==> config.mk <==
export PLATFORM = sky130hd
export DESIGN_NAME = led128_mask_frontend
export DESIGN_NICKNAME = d
export VERILOG_FILES = /design/src/rtl/led128_mask_frontend.sv
export SDC_FILE = /design/constraint.sdc
export NUM_CORES = 2
export LEC_CHECK = 0
export ABC_CLOCK_PERIOD_IN_PS = 2370
export BUFFER_PORTS_ARGS = -buffer_cell sky130_fd_sc_hd__buf_2
export CORE_AREA = 2 2 429 431
export CTS_CLUSTER_DIAMETER = 200
export DETAILED_ROUTE_END_ITERATION = 6
export DIE_AREA = 0 0 431 433
export HOLD_SLACK_MARGIN = 0.1
export RECOVER_POWER = 25
export SYNTH_ARGS = -nofsm -noshare
export SYNTH_HDL_FRONTEND = slang
export SYNTH_SLANG_ARGS = --single-unit
export TNS_END_PERCENT = 30
==> constraint.sdc <==
create_clock -name clk -period 2.37 [get_ports clk]
set_clock_uncertainty 0.1 [all_clocks]
set_input_delay 0.1185 -clock clk [delete_from_list [all_inputs] [get_ports clk]]
set_output_delay 0.1185 -clock clk [all_outputs]
set_load 0.02 [all_outputs]
==> src/rtl/led128_mask_frontend.sv <==
// led128_mask_frontend
// Masking front end for a three-share LED128 core. It takes an unmasked
// plaintext/key pair, splits each into three Boolean shares using a 64-bit
// xorshift PRNG, feeds the shares through a core reset/prime sequence, then
// recombines the ciphertext shares when the core reports done. If the core
// stalls, the request is abandoned with a one-cycle err pulse.
//
// Ports
//   clk, rst                 clock, synchronous active-high reset
//   in_valid/in_ready        request handshake; pt (64b) and key (128b) sampled on accept
//   Plaintext0/1/2, Key0/1/2 share outputs to the core
//   r                        72 bits of fresh randomness to the core, refreshed every cycle
//   core_rst                 core reset; low only while the core is running
//   Ciphertext0/1/2, done    ciphertext shares and completion from the core
//   ct, out_valid            recombined ciphertext and its one-cycle valid strobe
//   err                      one-cycle strobe when the core times out
module led128_mask_frontend #(
    parameter logic [63:0] SEED_A  = 64'h0123456789ABCDEF,
    parameter logic [63:0] SEED_B  = 64'hFEDCBA9876543210,
    parameter int unsigned TIMEOUT = 255
) (
    input  logic         clk,
    input  logic         rst,
    input  logic         in_valid,
    output logic         in_ready,
    input  logic [63:0]  pt,
    input  logic [127:0] key,
    output logic [63:0]  Plaintext0,
    output logic [63:0]  Plaintext1,
    output logic [63:0]  Plaintext2,
    output logic [127:0] Key0,
    output logic [127:0] Key1,
    output logic [127:0] Key2,
    output logic [71:0]  r,
    output logic         core_rst,
    input  logic [63:0]  Ciphertext0,
    input  logic [63:0]  Ciphertext1,
    input  logic [63:0]  Ciphertext2,
    input  logic         done,
    output logic [63:0]  ct,
    output logic         out_valid,
    output logic         err
);

    typedef enum logic [1:0] {IDLE, MASK, PRIME, RUN} state_t;

    function automatic logic [63:0] xs64(input logic [63:0] s);
        logic [63:0] t;
        t = s ^ (s << 13);
        t = t ^ (t >> 7);
        t = t ^ (t << 17);
        return t;
    endfunction

    state_t       state, state_n;
    logic [2:0]   cnt, cnt_n;          // MASK slot index (0..5), reused as PRIME cycle count (0..2)
    logic [31:0]  tcnt, tcnt_n;        // RUN cycles seen without done
    logic [63:0]  prng_a, prng_b, a_next, b_next;
    logic [63:0]  pt_q, p1, p2, k2_hi;
    logic [127:0] key_q, k1;
    logic         accept, mask_step, load, fire_ok, fire_err;

    assign a_next   = xs64(prng_a);
    assign b_next   = xs64(prng_b);
    assign in_ready = (state == IDLE);
    assign core_rst = (state != RUN);

    // State register
    always_ff @(posedge clk) begin
        if (rst) state <= IDLE;
        else     state <= state_n;
    end

    // Next-state and control strobes
    always_comb begin
        state_n   = state;
        cnt_n     = cnt;
        tcnt_n    = tcnt;
        accept    = 1'b0;
        mask_step = 1'b0;
        load      = 1'b0;
        fire_ok   = 1'b0;
        fire_err  = 1'b0;
        case (state)
            IDLE: begin
                if (in_valid) begin
                    accept  = 1'b1;
                    state_n = MASK;
                    cnt_n   = 3'd0;
                end
            end
            MASK: begin
                mask_step = 1'b1;
                if (cnt == 3'd5) begin
                    load    = 1'b1;
                    state_n = PRIME;
                    cnt_n   = 3'd0;
                end else begin
                    cnt_n = cnt + 3'd1;
                end
            end
            PRIME: begin
                if (cnt == 3'd2) begin
                    state_n = RUN;
                    cnt_n   = 3'd0;
                    tcnt_n  = 32'd0;
                end else begin
                    cnt_n = cnt + 3'd1;
                end
            end
            RUN: begin
                if (done) begin
                    fire_ok = 1'b1;
                    state_n = IDLE;
                    tcnt_n  = 32'd0;
                end else if (tcnt == TIMEOUT) begin
                    fire_err = 1'b1;
                    state_n  = IDLE;
                    tcnt_n   = 32'd0;
                end else begin
                    tcnt_n = tcnt + 32'd1;
                end
            end
            default: state_n = IDLE;
        endcase
    end

    // Datapath
    always_ff @(posedge clk) begin
        if (rst) begin
            cnt        <= '0;
            tcnt       <= '0;
            prng_a     <= SEED_A;
            prng_b     <= SEED_B;
            r          <= '0;
            pt_q       <= '0;
            key_q      <= '0;
            p1         <= '0;
            p2         <= '0;
            k1         <= '0;
            k2_hi      <= '0;
            Plaintext0 <= '0;
            Plaintext1 <= '0;
            Plaintext2 <= '0;
            Key0       <= '0;
            Key1       <= '0;
            Key2       <= '0;
            ct         <= '0;
            out_valid  <= 1'b0;
            err        <= 1'b0;
        end else begin
            cnt       <= cnt_n;
            tcnt      <= tcnt_n;
            prng_a    <= a_next;
            prng_b    <= b_next;
            r         <= {b_next[7:0], a_next};
            out_valid <= fire_ok;
            err       <= fire_err;

            if (accept) begin
                pt_q  <= pt;
                key_q <= key;
            end

            // The last mask word (K2 low half) is consumed directly from
            // a_next on the load edge, so it never needs its own register.
            if (mask_step) begin
                case (cnt)
                    3'd0:    p1          <= a_next;
                    3'd1:    p2          <= a_next;
                    3'd2:    k1[127:64]  <= a_next;
                    3'd3:    k1[63:0]    <= a_next;
                    3'd4:    k2_hi       <= a_next;
                    default: ;
                endcase
            end

            if (load) begin
                Plaintext1 <= p1;
                Plaintext2 <= p2;
                Plaintext0 <= pt_q ^ p1 ^ p2;
                Key1       <= k1;
                Key2       <= {k2_hi, a_next};
                Key0       <= key_q ^ k1 ^ {k2_hi, a_next};
                // Unmasked secrets are not kept once the shares exist.
                pt_q       <= '0;
                key_q      <= '0;
            end

            if (fire_ok)
                ct <= Ciphertext0 ^ Ciphertext1 ^ Ciphertext2;
        end
    end

endmodule

* Word level (Yosys, flattened, before mapping) *
Index checks and enable logic that the tools add are counted.

storage, ports and cells
  register bits = 1391
  bits of input ports = 388
  word-level logic and storage cells = 87
  output and inout port bits = 716

operators by class
  reductions and logical operators = 14
  equality and inequality tests = 14
  bitwise logic cells = 13
  multiplexer cells = 22
  add/sub/neg operators = 2

operators by type and width
  kind                     count
  $xor A64 B64 Y64         8
  $xor A128 B128 Y128      2
  $xor A64 B57 Y64         2
  $mux W32                 3
  $pmux W32 S2             1
  $add A32 B1 Y32 const B  1
  $eq A32 B8 Y1 const B    1
  $reduce_and A2 Y1        7
  $mux W2                  5
  $mux W3                  3
  $pmux W3 S3              1
  $mux W1                  8
  $ne A2 B2 Y1 const B     4
  $pmux W2 S4              1
  $eq A3 B2 Y1 const B     2
  $eq A3 B3 Y1 const B     2
  $eq A2 B2 Y1 const B     2
  $reduce_and A4 Y1        1
  $add A3 B1 Y3 const B    1
  $eq A3 B1 Y1 const B     1
  $logic_not A3 Y1         1
  $ne A3 B3 Y1 const B     1
  $reduce_bool A3 Y1       1
  $reduce_or A3 Y1         1
  other kinds (5)          5

* Logic depth before layout (Yosys ltp) *
  depth in word-level cells = 4
  depth in mapped cells = 11

* Least setup slack after synthesis *
No wires, ideal clock.

  path type = register -> register
  start point = reg state[1]
  end point = reg Key0[25]
  buffers on the path = 4
  setup slack = 254 ps
  clock period less this slack = 2116 ps
  data arrival time = 1884 ps
  setup time = 132 ps
  stages on the path, launching flop included = 11
  data required time = 2138 ps
  cell sequence = dfxtp_1 > inv_1 > ha_1 > buf_2 > nor2b_1 > buf_2 > nand3_1 > or2_1 > clkbuf_1 > clkbuf_1 > o21ai_0

between the ends
  word-level cells in the longest chain between the ends = 2

ends and longest elaborated chain
  what                    line  source
  start, declared         55    state_t state, state_n;
  start signal, assigned  71    else state <= state_n;
  $eq A2 B1 Y1            84    case (state)
  $mux W1                 84
  end signal, assigned    184   Key0 <= key_q ^ k1 ^ {k2_hi, a_next};
  end, declared           31    output logic [127:0] Key0,

Every way passes these cells.
A chain may end at the register's enable or synchronous reset.

* Worst setup path after layout *
  start point = in Ciphertext1[51]
  end point = reg ct[51]

between the ends
  word-level cells in the longest chain between the ends = 2

ends and longest elaborated chain
  what                           line  source
  start, declared                37    input logic [63:0] Ciphertext1,
  $xor A64 B64 Y64 (2 in a row)  191   ct <= Ciphertext0 ^ Ciphertext1 ^ Ciphertext2;
  end signal, assigned           191
  end, declared                  40    output logic [63:0] ct,

Every way passes these cells.

==> out/metrics.yaml <==
run_status:
  status: "complete, no violations"
flow_run:
  maxCapViolCount: 0
global_route:
  grt_start_max_net_pins: 133
  track_usage: 0.221
  overflow: 0
  antenna_found_initial: 26
  grt_pass1_vias: 43900
  grt_pass1_wl_um: 303000
floorplan:
  design.die.area_sq_um: 187000
  die_x_um: 431
  coreArea_sq_um: 182000
  ioPinCount: 1104
  placementRows: 157
  start_util: 0.280
  dieHeight_um: 433
clocking:
  clockBufferDepth: 3
  cts_sinks: 1352
  cts_made_buffers: 150
  clk_pin_slew_ns: 0.06
  cts.htree.levels: 4
  clock-root-buffer: "clkbuf_16"
  cts_tree: "done"
  insertion_delay_ns: 0.81
synth:
  synth_adder_area_share: 0.00172
  synth_edf_count: 0
  synth.area.mux_share: 0.000196
  postSynthAreaPerCell_sq_um: 9.70
  ys_ff_latch: 1352
  async_reset_ff_frac: 0
  synth_simple_gate_area_frac: 0.115
  syn-num-nets: 5653
  synth-main-ff-cell: "dfxtp_1"
  synth-compound-area-share: 0.153
  synth_cell_types: 52
  ys_warn_count: 0
  synth_top_family_by_area: "XOR/XNOR gates"
  synthXorXnorAreaFrac: 0.166
  syn_area_sq_um: 51000
  syn_inst: 5258
  synth-seq-area-share: 0.531
timing:
  setup_viol: 0
  max_slew_margin: 0.373
  whs_ns: 0.165
  hold_violations: 0
  post-route-period-util: 0.992
  rsz0062_at_grt: "yes"
  report.final.slew_viol_count: 0
  min_period_ns: 2.35
  worstMarginPinSlew_ns: 0.941
  setup_slack_ns: 0.0179
  fmax_mhz: 425
route:
  dr.pass1.iters: 7
  drc: 0
  via_per_inst: 4.76
  via_count: 44900
  wl_per_cell_um: 22.9
  detail-route-antenna-nets: 0
  drtIter0Drc: 2719
  wirelength_um: 216000
placement:
  placed_cells: 8590
  gp_congestion: 0.891
  dp_worst_setup_slack_ns: 0.0775
  io_buffers: 1103
  dpl-instance-area_sq_um: 60800
  dp_hpwl_um: 154000
critical_path:
  cp_common_cell: "dlygate4sd3_1"
  crit_path_end_kind: "flop"
  cp_cell_sequence: "dlygate4sd3_1 -> buf_2 -> dlygate4sd3_1 -> xnor2_1 -> dlygate4sd3_1 -> nor2_1 -> dlygate4sd3_1 -> a21oi_1 -> nor2_1"
  critPathMaxStageDelay_ns: 0.59
  cp_max_fo: 1
  arrival_ns: 2.91
  required_ns: 2.93
  critPathKind: "in2reg"
  critPathLaunchType: "input pin"
  slowest_stage: "dlygate4sd3_1"
  critPathBufInv: 5
  cp_top_family: "buffers and inverters"
finish:
  syn_to_final_growth_pct: 40.4
  layout.nets: 7311
  final_cell_count_no_fill: 9429
  layout_commonest_cell: "dfxtp_1"
  fin_util: 0.393
  layout-drive-gt1-share: 0.244
  design_area_sq_um: 71600
  final_cell_mix: "dfxtp_1 (1351), buf_2 (1102), nand2_1 (745), nor2_1 (550), dlygate4sd3_1 (548)"
min_path:
  holdCritPathClass: "in2reg"
power:
  p_leak_nw: 29.7
  powerDensity_nw_per_um2: 1500
  vdd_drop_max_uv: 2150
-- final cells by class --
| cell class | instances | area (sq um) |
|---|---|---|
| Inverter | 10 | 37.5 |
| Antenna cell | 12 | 30.0 |
| Fill cell | 17600 | 110000 |
| Clock inverter | 54 | 661 |
| Multi-Input combinational cell | 3509 | 22500 |
| Tap cell | 2385 | 2980 |
| Clock buffer | 214 | 4360 |
| Timing Repair Buffer | 1893 | 14000 |
| Sequential cell | 1352 | 27100 |
-- Yosys cell counts (10+ instances only) --
cell,count,area (sq um)
a22o_1,330,2890
inv_1,10,37.5
dfxtp_1,1352,27100
xnor2_1,545,4770
a21oi_1,335,1680
clkbuf_1,247,927
buf_4,39,293
nor3_1,15,75.1
o21ai_0,227,1140
o21ai_1,20,100
nor2_1,552,2070
xor2_1,238,2080
xnor2_4,11,303
xnor2_2,65,1060
nand3_1,15,75.1
nor2b_1,15,93.8
buf_1,15,56.3
a211oi_1,250,1880
xor2_2,14,228
nand2_1,747,2800
nand2b_1,59,369
buf_2,86,430
-- worst register-to-register path, cell delays in order (launching register included) --
cell and delay, ns:
dfxtp_1 0.39, inv_1 0.11, ha_1 0.32, and4bb_2 0.34
o211ai_1 0.52, nor3_1 0.12, xnor2_1 0.17, nor2_1 0.05
-- metrics by stage --
step,power (W),setup TNS [ns]
finish,0.107,0
global route,0.112,-0.0111
CTS,0.109,0
detailed placement,0.0839,0
global placement,0.0835,0
floorplan,0.0535,0
-- power breakdown --
part | leakage (nW) | switching, W | internal [W]
combinational | 16.3 | 0.0343 | 0.0213
sequential | 11.0 | 0.00242 | 0.0254
clock | 2.48 | 0.0101 | 0.0138
-- cells by family (layout without fill, tap and decap cells) --
| kind of cell | count (synthesis) | in the layout |
|---|---|---|
| AND/OR/NAND/NOR | 1453 | 1453 |
| flip-flops | 1352 | 1352 |
| AO/OA/AOI/OAI | 1174 | 1174 |
| XOR/XNOR | 874 | 874 |
| buffers and inverters | 397 | 2171 |
| adder cells (fa/ha/maj) | 7 | 7 |
| multiplexers | 1 | 1 |
| other | 0 | 12 |
-- state kept, by name, summed over array words and instances (netlist names), 3 cells and up --
name and cells:
p1 64, p2 64, prng_a 32, r 71
Key1 128, k2_hi 64, Key0 128, Plaintext1 64
pt_q 64, tcnt 32, prng_b 58, Plaintext2 64
ct 64, Plaintext0 64, k1 128, key_q 128
Key2 128, cnt 3
-- worst paths after layout --
| path | cells past startpoint | from | slack [ns] | end |
|---|---|---|---|---|
| hold / removal | 4 | key[31] | 0.16 | key_q[31] |
| setup reg to reg | 7 | state[0] | 0.13 | tcnt[24] |
| setup / recovery | 9 | Ciphertext1[51] | 0.02 | ct[51] |
| hold reg to reg | 2 | Key0[44] | 0.34 | Key0[44] |
-- layer usage --
metal  wire [um]  vias up  part of all wire  track usage
li1            -    20900                 -            -
met1       86800    21700              0.40        0.264
met2      102000     1785              0.47        0.370
met3       12000      514             0.055       0.0374
met4       14700        4             0.068        0.134
met5          27        -           0.00013            0
-- repair_timing --
item                                    in CTS  in global routing
endpoints found under the hold margin      776                  0
hold buffers                               548                  0
endpoints found under the setup margin       0                219
setup buffers                                0                  8
resized for setup                            0                 16
Note: power is estimated with default switching activity, not from simulation.
